===== src/rtl/qa_7seg_serial_loader.sv =====
// ============================================================================
// qa_7seg_serial_loader : MSB-first serial loader for a six-digit 7-seg driver
// Rev 1.0 : initial release
// ============================================================================
`default_nettype none

module qa_7seg_serial_loader #(
  parameter logic [2:0]  ENABLE_RESET = 3'b000,
  parameter logic [23:0] DATA_RESET   = 24'h000000
) (
  input  logic        clkIn,
  input  logic        rstIn,
  input  logic        frameIn,
  input  logic        bitValidIn,
  input  logic        bitIn,
  output logic [2:0]  byteEnableOut,
  output logic [23:0] byteDataOut,
  output logic        frameDoneOut,
  output logic        frameErrOut
);

  localparam logic [1:0] S_IDLE  = 2'd0;
  localparam logic [1:0] S_SHIFT = 2'd1;
  localparam logic [1:0] S_LATCH = 2'd2;

  localparam logic [4:0] FRAME_BITS = 5'd27;

  logic [1:0]  state_q, state_d;
  logic [26:0] sr_q, sr_d;
  logic [4:0]  cnt_q, cnt_d;
  logic        ovf_q, ovf_d;
  logic [2:0]  en_q, en_d;
  logic [23:0] data_q, data_d;
  logic        done_q, done_d;
  logic        err_q, err_d;

  always_comb begin
    state_d = state_q;
    sr_d    = sr_q;
    cnt_d   = cnt_q;
    ovf_d   = ovf_q;
    en_d    = en_q;
    data_d  = data_q;
    done_d  = 1'b0;
    err_d   = 1'b0;

    case (state_q)
      S_IDLE: begin
        if (frameIn) begin
          state_d = S_SHIFT;
          sr_d    = 27'd0;
          cnt_d   = 5'd0;
          ovf_d   = 1'b0;
        end
      end

      S_SHIFT: begin
        if (frameIn) begin
          if (bitValidIn) begin
            // Bits beyond a full frame are dropped but poison the frame.
            if (cnt_q == FRAME_BITS) begin
              ovf_d = 1'b1;
            end else begin
              sr_d  = {sr_q[25:0], bitIn};
              cnt_d = cnt_q + 5'd1;
            end
          end
        end else if ((cnt_q == FRAME_BITS) && !ovf_q) begin
          en_d    = sr_q[26:24];
          data_d  = sr_q[23:0];
          done_d  = 1'b1;
          state_d = S_LATCH;
        end else begin
          err_d   = 1'b1;
          state_d = S_IDLE;
        end
      end

      S_LATCH: begin
        state_d = S_IDLE;
      end

      default: begin
        state_d = S_IDLE;
      end
    endcase
  end

  always_ff @(posedge clkIn) begin
    if (rstIn) begin
      state_q <= S_IDLE;
      sr_q    <= 27'd0;
      cnt_q   <= 5'd0;
      ovf_q   <= 1'b0;
      en_q    <= ENABLE_RESET;
      data_q  <= DATA_RESET;
      done_q  <= 1'b0;
      err_q   <= 1'b0;
    end else begin
      state_q <= state_d;
      sr_q    <= sr_d;
      cnt_q   <= cnt_d;
      ovf_q   <= ovf_d;
      en_q    <= en_d;
      data_q  <= data_d;
      done_q  <= done_d;
      err_q   <= err_d;
    end
  end

  assign byteEnableOut = en_q;
  assign byteDataOut   = data_q;
  assign frameDoneOut  = done_q;
  assign frameErrOut   = err_q;

endmodule

`default_nettype wire


===== config.mk =====
export PLATFORM = sky130hd
export DESIGN_NAME = qa_7seg_serial_loader
export DESIGN_NICKNAME = d
export VERILOG_FILES = /design/src/rtl/qa_7seg_serial_loader.sv
export SDC_FILE = /design/constraint.sdc
export NUM_CORES = 1
export LEC_CHECK = 0
export CORE_MARGIN = 8
export CORE_UTILIZATION = 36
export DETAILED_ROUTE_END_ITERATION = 10
export PLACE_DENSITY = 0.67
export RECOVER_POWER = 50
export SYNTH_ARGS = -nofsm -noshare
export SYNTH_HDL_FRONTEND = slang
export SYNTH_SLANG_ARGS = --single-unit

===== constraint.sdc =====
create_clock -name clkIn -period 2 [get_ports clkIn]
set_clock_uncertainty 0.05 [all_clocks]
set_input_delay 0.5 -clock clkIn [delete_from_list [all_inputs] [get_ports clkIn]]
set_output_delay 0.5 -clock clkIn [all_outputs]
set_load 0.01 [all_outputs]

# --- After elaboration in Yosys (flattened, before gate mapping) ---
# Cells that the tools add are included.
word_totals:
  register_bits: 64
classes:
  mux: 21
  bitwise_logic: 2
  eq_ne: 8
  reduce_logical: 9
  n_addsub: 1
ops:
  columns: ["op", "n"]
  rows:
  - ["$mux W27", 4]
  - ["$pmux W27 S2", 1]
  - ["$mux W5", 4]
  - ["$ne A2 B2 Y1 const B", 6]
  - ["$pmux W5 S2", 1]
  - ["$reduce_and A5 Y1", 2]
  - ["$mux W1", 6]
  - ["$mux W2", 3]
  - ["$add A5 B1 Y5 const B", 1]
  - ["$eq A5 B5 Y1 const B", 1]
  - ["$pmux W2 S2", 1]
  - ["$reduce_and A3 Y1", 1]
  - ["$reduce_or A3 Y1", 1]
  - ["$eq A2 B1 Y1 const B", 1]
  - ["$logic_not A2 Y1", 1]
  - ["$not A1 Y1", 2]
  - ["$pmux W1 S2", 1]
  - ["$reduce_and A2 Y1", 1]
  - ["$reduce_bool A2 Y1", 1]
  - ["$logic_and A1 B1 Y1", 1]
  - ["$logic_not A1 Y1", 1]

# --- Longest topological paths before layout ---
# Gate-level depths: netlist (run 1).
depth:
  depth_word: 5
  mapped_depth: 6

# --- Worst setup path before layout (run 1) ---
# OpenSTA, ideal clock, no wires.
synth_path:
  path_type: "reg-to-reg"
  startpoint: "register cnt_q[0]"
  endpoint: "register data_q[10] (netlist: byteDataOut[10])"
  arrival_ns: 1.697
  setup_slack_ns: 0.131
  synth_period_minus_slack_ns: 1.869
  stages_incl_launch_ff: 6
  required_time_ns: 1.829
  setup_ns: 0.121
  path_cell_list: "dfxtp_1 ha_1 nand4b_4 or4_1 buf_2 mux2_4"
synth_via:
  elab_chain_cells: 3
synth_rtl:
  columns: ["element", "line_no", "rtl"]
  rows:
  - ["start, declared", "30", "logic [4:0] cnt_q, cnt_d;"]
  - ["start signal, assigned", "102", "cnt_q <= cnt_d;"]
  - ["$eq A5 B5 Y1", "68", "end else if ((cnt_q == FRAME_BITS) && !ovf_q) begin"]
  - ["$logic_and A1 B1 Y1", "68", null]
  - ["$reduce_and A3 Y1 (no line)", null, null]
  - ["end signal, assigned", "105", "data_q <= data_d;"]
  - ["end, declared", "33", "logic [23:0] data_q, data_d;"]
# No other way between the ends.
# A chain may end at the register's enable or synchronous reset.

# --- Worst setup path after layout (run 1) ---
layout_path:
  startpoint: "input port frameIn"
  endpoint: "register en_q[1] (netlist: byteEnableOut[1])"
layout_via:
  elab_chain_cells: 2
layout_rtl:
  columns: ["element", "line_no", "rtl"]
  rows:
  - ["start, declared", "13", "input logic frameIn,"]
  - ["$not A1 Y1 (no line)", null, null]
  - ["$reduce_and A3 Y1 (no line)", null, null]
  - ["end signal, assigned", "104", "en_q <= en_d;"]
  - ["end, declared", "32", "logic [2:0] en_q, en_d;"]
# No other way between the ends.

==> impl_metrics.tcl, run 1 <==
set metrics [dict create \
    outcome "finished, final reports clean" \
    rsz0062_at_grt "false" \
    cts_setup_buffers 0 \
    crit_fanout 5 \
    max_freq_ghz 0.528 \
    setup_viol 0 \
    post_drt_wl_per_cell_um 15.6 \
    yosys.area.top_type_share 0.410 \
    synth_seq_area_share 0.410 \
    post-route-drc-count 0 \
    pwr-share-seq 0.520 \
    switching_power_mw 0.571 \
    syn_area_um2 3130 \
    row_count 34 \
    ys_seq_elements 64 \
    cts_inserted_buffers 9 \
    area_delta_synth_final_pct 23.6 \
    synth_area_per_cell_um2 9.25 \
    yosys.area.top_type "dfxtp_1" \
    p_per_area_nw_per_um2 638 \
    max_cap_viol_count 0 \
    die_y_um 109 \
    min_path_type "flip-flop to flip-flop" \
    clockBufferDepth 2 \
    fin_cells 483 \
    p_int_mw 1.89 \
    root_buffer "clkbuf_8" \
    ys_dominant_reg_cell "dfxtp_1" \
    dp_hpwl_um 4810 \
    combPwrFrac 0.059 \
    synth-edff-count 0 \
    fin_nets 378 \
    drtPass1Iterations 4 \
    post-route-period-util 0.947 \
    synthXorXnorAreaFrac 0 \
    routed_wirelength_um 7530 \
    die_area_um2 11900 \
    cp-start-kind "input port" \
    peakVddDrop_mv 0.398 \
    switching_share 0.232 \
    dp.cells 469 \
    clkLatencyLatePin_ps 340 \
    finalHoldViolCount 0 \
    place.gp.congestion 0.825 \
    start_util 0.366 \
    h-tree-depth 3 \
    synth_top_family_by_area "simple AND/OR/NAND/NOR gates" \
    cp.required_ps 2180 \
    diodes 0 \
    cts_resized 0 \
    worstMarginPinSlew_ps 598 \
    yosys_warnings 0 \
    synth_most_common_cell "dfxtp_1" \
    io_buffer_count 33 \
    die_w_um 109 \
    cp.arrival_ps 2080 \
    ios 34 \
    p_clk_frac 0.422 \
    slew_headroom 0.596 \
    ys_types 35 \
    hold_buffers 0 \
    grt_pass1_wl_um 12300 \
    path_clk_slew_ps 60 \
    grt_max_degree 38 \
    cts.sinks 64 \
    vias_per_cell 5.42 \
    post-route-min-period_ps 1890 \
    endpoint_kind "flip-flop" \
    grtUsageTotal 0.128 \
    drive_gt1_frac 0.120 \
    slew_violations 0 \
    first_global_vias 2469 \
    fin_total_pwr_mw 2.46 \
    synth_simple_gate_area_frac 0.349 \
    muxShareOfSynthArea 0.0929 \
    antenna_found_initial 0 \
    grt_remaining_overflow 0 \
    cts_tree "done" \
    num_vias 2620 \
    synth_nets 344 \
    drt_iter0_markers 159 \
    leakagePower_nw 1.36 \
    synthTopCellsByCount "dfxtp_1, nand2b_1, clkbuf_1" \
    synthTopCellsByArea "dfxtp_1, nand2b_1, nor4bb_1" \
    synthArstFlopShare 0 \
    synth_compound_area_frac 0.0953 \
    synth_fa_ha_area_frac 0.00400 \
    syn_inst 338 \
    path_class "input port to flip-flop" \
    ant_nets 0 \
    core_um2 8550 \
]
kinds of logic after synthesis:
logic type                 Yosys count
DFF                                 64
and+or+nand+nor                    165
muxes                               27
adders and majority gates            1
AOI/OAI and AO/OA                   43
buffers and inverters               38
worst max-delay path, cell delays in order:
cell	delay (ps)
dlygate4sd3_1	550
or4_1	670
mux2_4	350
final cells by class:
| type | instances | area (um2) |
|---|---|---|
| clock buffers | 9 | 124 |
| clock inverters | 5 | 50.0 |
| fillers | 836 | 4690 |
| inverters | 2 | 7.51 |
| multi-input cells | 236 | 1690 |
| flip-flops and latches | 64 | 1280 |
| well taps | 108 | 135 |
| repair buffers | 59 | 576 |
layout by cell type, fill, tap and decap left out, types with 3 or more instances in the layout:
cell type        instances
nor2b_1                 11
a21oi_1                  3
mux2i_1                 23
nand3_1                 11
nand2b_1                49
a31oi_1                  4
dlygate4sd3_1           29
clkdlybuf4s50_1          3
dfxtp_1                 64
clkinv_2                 4
o21ai_0                  8
mux2_4                   4
o211ai_1                21
clkbuf_8                 9
or4_1                    3
nand2_1                 24
nand4_1                 27
buf_4                   19
nor4bb_1                25
buf_12                   5
power groups by stage:
stage,clock network (mW),logic [mW],registers [mW]
2_1_floorplan,0,0.0848,1.31
3_3_place_gp,0,0.144,1.31
3_5_place_dp,0,0.144,1.31
4_1_cts,1.06,0.146,1.28
5_1_grt,1.12,0.155,1.28
6_report,1.04,0.144,1.28
flip-flops by register name (all words and copies together) (netlist names):
name and count:
byteDataOut 24, byteEnableOut 3, cnt_q 5, frameDoneOut 1, frameErrOut 1, ovf_q 1
sr_q 27, state_q 2
path summary, 6_finish.rpt:
path,from,endpoint,slack [ps],cells past startpoint
setup / recovery,frameIn,byteEnableOut[1]$_SDFFE_PP0P_,110,3
hold / removal,byteDataOut[2]$_SDFFE_PP0P_,byteDataOut[2]$_SDFFE_PP0P_,420,2
setup reg to reg,cnt_q[1]$_SDFFE_PP0P_,byteEnableOut[1]$_SDFFE_PP0P_,120,4
hold reg to reg,byteDataOut[2]$_SDFFE_PP0P_,byteDataOut[2]$_SDFFE_PP0P_,420,2
metal layers:
layer,global-route usage,wire length [um],vias to the layer above
met3,0.0361,357,8
li1,-,-,1310
met5,0,0,-
met4,0.0501,109,0
met2,0.201,3490,46
met1,0.163,3570,1256
through the flow:
step | setup WS (ps) | TNS [ps] | utilization | cell area, um2 | hold WS, ps
6_report | 106 | 0 | 0.452 | 3860 | 420
3_5_place_dp | -124 | -702 | 0.433 | 3710 | 410
4_1_cts | 99.7 | 0 | 0.454 | 3880 | 428
5_1_grt | 42.0 | 0 | 0.452 | 3860 | 431
2_1_floorplan | 131 | 0 | - | 3130 | 419
3_3_place_gp | -101 | -472 | 0.433 | 3710 | 409
Note: power is estimated with default switching activity, not from simulation.
==> run 2: changes to the inputs <==
--- a/config.mk
+++ b/config.mk
@@ -7,6 +7,7 @@
 export LEC_CHECK = 0
 export CORE_MARGIN = 8
 export CORE_UTILIZATION = 36
+export CTS_BUF_LIST = sky130_fd_sc_hd__clkbuf_4 sky130_fd_sc_hd__clkbuf_8 sky130_fd_sc_hd__clkbuf_16
 export DETAILED_ROUTE_END_ITERATION = 10
 export PLACE_DENSITY = 0.67
 export RECOVER_POWER = 50
==> results of run 2 <==
No change in the layout: final DEF, timing and power equal those of run 1.
==> run 3: changes to the inputs <==
--- a/config.mk
+++ b/config.mk
@@ -5,6 +5,7 @@
 export SDC_FILE = /design/constraint.sdc
 export NUM_CORES = 1
 export LEC_CHECK = 0
+export CORE_ASPECT_RATIO = 1.5
 export CORE_MARGIN = 8
 export CORE_UTILIZATION = 36
 export CTS_BUF_LIST = sky130_fd_sc_hd__clkbuf_4 sky130_fd_sc_hd__clkbuf_8 sky130_fd_sc_hd__clkbuf_16
==> run 3 against run 2 <==
Combinational power about the same. Core utilization is 2.5 points higher. First-iteration DRC count rose by 14%. Register-to-register slack better by 40 ps. Routed wire length about the same. Fmax barely moved. Worst setup slack gained 0.97 ps. Sequential share of layout area shrank 1.2 points. Hold slack gained 0.97 ps. Critical path depth did not move. Design area increased by 3.9%. Critical path type unchanged.
==> impl_metrics.tcl, run 3 (same netlist as run 1, synthesis figures left out) <==
set metrics [dict create \
    ant_nets 0 \
    cts_setup_buffers 0 \
    leakagePower_nw 1.40 \
    cp.required_ps 2170 \
    worstMarginPinSlew_ps 502 \
    routed_wirelength_um 7530 \
    n_fill_cell 821 \
    hold_buffers 0 \
    startpoint "frameIn" \
    post_drt_wl_per_cell_um 15.5 \
    io_buffer_count 33 \
    worstSetupEndpoint "byteEnableOut[2]$_SDFFE_PP0P_" \
    rr_worst_depth 4 \
    place_ws_ps -120 \
    min_path_type "flip-flop to flip-flop" \
    path_clk_slew_ps 50 \
    h-tree-depth 3 \
    fin_nets 380 \
    area_delta_synth_final_pct 28.4 \
    die_y_um 130 \
    start_util 0.372 \
    post-route-min-period_ps 1890 \
    max_cap_viol_count 0 \
    final_common_cell "dfxtp_1" \
    drt_iter0_markers 182 \
    drive_gt1_frac 0.127 \
    antenna_found_initial 0 \
    cts_tree "done" \
    first_global_vias 2605 \
    cts_inserted_buffers 9 \
    die_area_um2 12000 \
    grtUsageTotal 0.129 \
    utilization 0.477 \
    setup_viol 0 \
    ios 34 \
    cts.sinks 64 \
    rr_startpoint "cnt_q[1]$_SDFFE_PP0P_" \
    slew_violations 0 \
    largest_register_ff_count 27 \
    reg2reg_slack_ps 160 \
    regToRegEndpoint "byteEnableOut[2]$_SDFFE_PP0P_" \
    vias_per_cell 5.44 \
    diodes 0 \
    finalHoldViolCount 0 \
    cp-start-kind "input port" \
    clockBufferDepth 2 \
    outcome "finished, final reports clean" \
    die_w_um 92.1 \
    layout_common_cells "dfxtp_1, nand2b_1, nand4_1, nor4bb_1, nand2_1" \
    peakVddDrop_mv 0.476 \
    row_count 41 \
    crit_fanout 5 \
    root_buffer "clkbuf_16" \
    rsz0062_at_grt "false" \
    grt_max_degree 59 \
    num_vias 2646 \
    cts_resized 0 \
    max_freq_ghz 0.528 \
    core_um2 8410 \
    slew_headroom 0.665 \
    clkLatencyLatePin_ps 330 \
    largest_register "sr_q" \
    dp_hpwl_um 4880 \
    path_class "input port to flip-flop" \
    grt_remaining_overflow 0 \
    p_per_area_nw_per_um2 785 \
    post-route-period-util 0.947 \
    drtPass1Iterations 5 \
    setup_ws_ps 107 \
    cp.arrival_ps 2060 \
    place.gp.congestion 0.788 \
    post-route-drc-count 0 \
    endpoint_kind "flip-flop" \
    grt_pass1_wl_um 12500 \
    min_from "byteDataOut[5]$_SDFFE_PP0P_" \
]
==> run 3: cell types whose count changed in the layout (fill, tap and decap cells not counted) <==
| cell | change |
|---|---|
| buf_12 | -1 |
| bufinv_16 | +1 |
| clkbuf_1 | +1 |
| clkbuf_16 | +9 |
| clkbuf_2 | +2 |
| clkbuf_8 | -7 |
| clkdlybuf4s50_1 | +10 |
| clkinv_2 | -2 |
| clkinv_4 | +1 |
| dlygate4sd3_1 | -10 |
==> run 3: report_power, final <==
group | internal [mW] | switching (mW)
registers | 1.28 | 0.00146
logic | 0.0622 | 0.0823
clock network | 1.16 | 0.572
total | 2.50 | 0.656
==> run 3: per-layer routing <==
layer,share of wire,track usage,up-vias
li1,-,-,1321
met4,0.031,0.0905,0
met3,0.037,0.0259,11
met1,0.44,0.151,1273
met2,0.49,0.209,41
met5,0,0,-
==> run 3: metrics by stage <==
stage / hold slack (ps) / TNS (ps) / total power [mW] / instances / cell area, um2
3_5_place_dp: 410 / -548 / 1.46 / 470 / 3710
4_1_cts: 428 / 0 / 3.20 / 486 / 4040
2_1_floorplan: 419 / 0 / 1.39 / 338 / 3130
6_report: 421 / 0 / 3.15 / 486 / 4010
5_1_grt: 445 / 0 / 3.25 / 486 / 4010
3_3_place_gp: 410 / -481 / 1.45 / 470 / 3710
==> run 3: area by class of cell <==
class	count	area, um2	share of cell area
clock buffer	11	253	0.0630
clock inverter	5	78.8	0.0196
inverter	2	7.51	0.00187
multi-input combinational	236	1690	0.421
sequential	64	1280	0.319
tap	107	134	0.0334
timing repair buffer	61	569	0.142
==> run 3: worst min-delay path by stage <==
stage	end	slack (ps)	cells past startpoint
floorplan	byteDataOut[9]$_SDFFE_PP0P_	420	2
global placement	byteDataOut[3]$_SDFFE_PP0P_	410	2
detailed placement	byteDataOut[2]$_SDFFE_PP0P_	410	2
CTS	byteDataOut[2]$_SDFFE_PP0P_	430	2
global route	byteDataOut[5]$_SDFFE_PP0P_	450	2
finish	byteDataOut[5]$_SDFFE_PP0P_	420	2
==> run 3: critical path, cell delays in order <==
cell           delay [ps]
dlygate4sd3_1         550
or4_1                 670
mux2_4                350
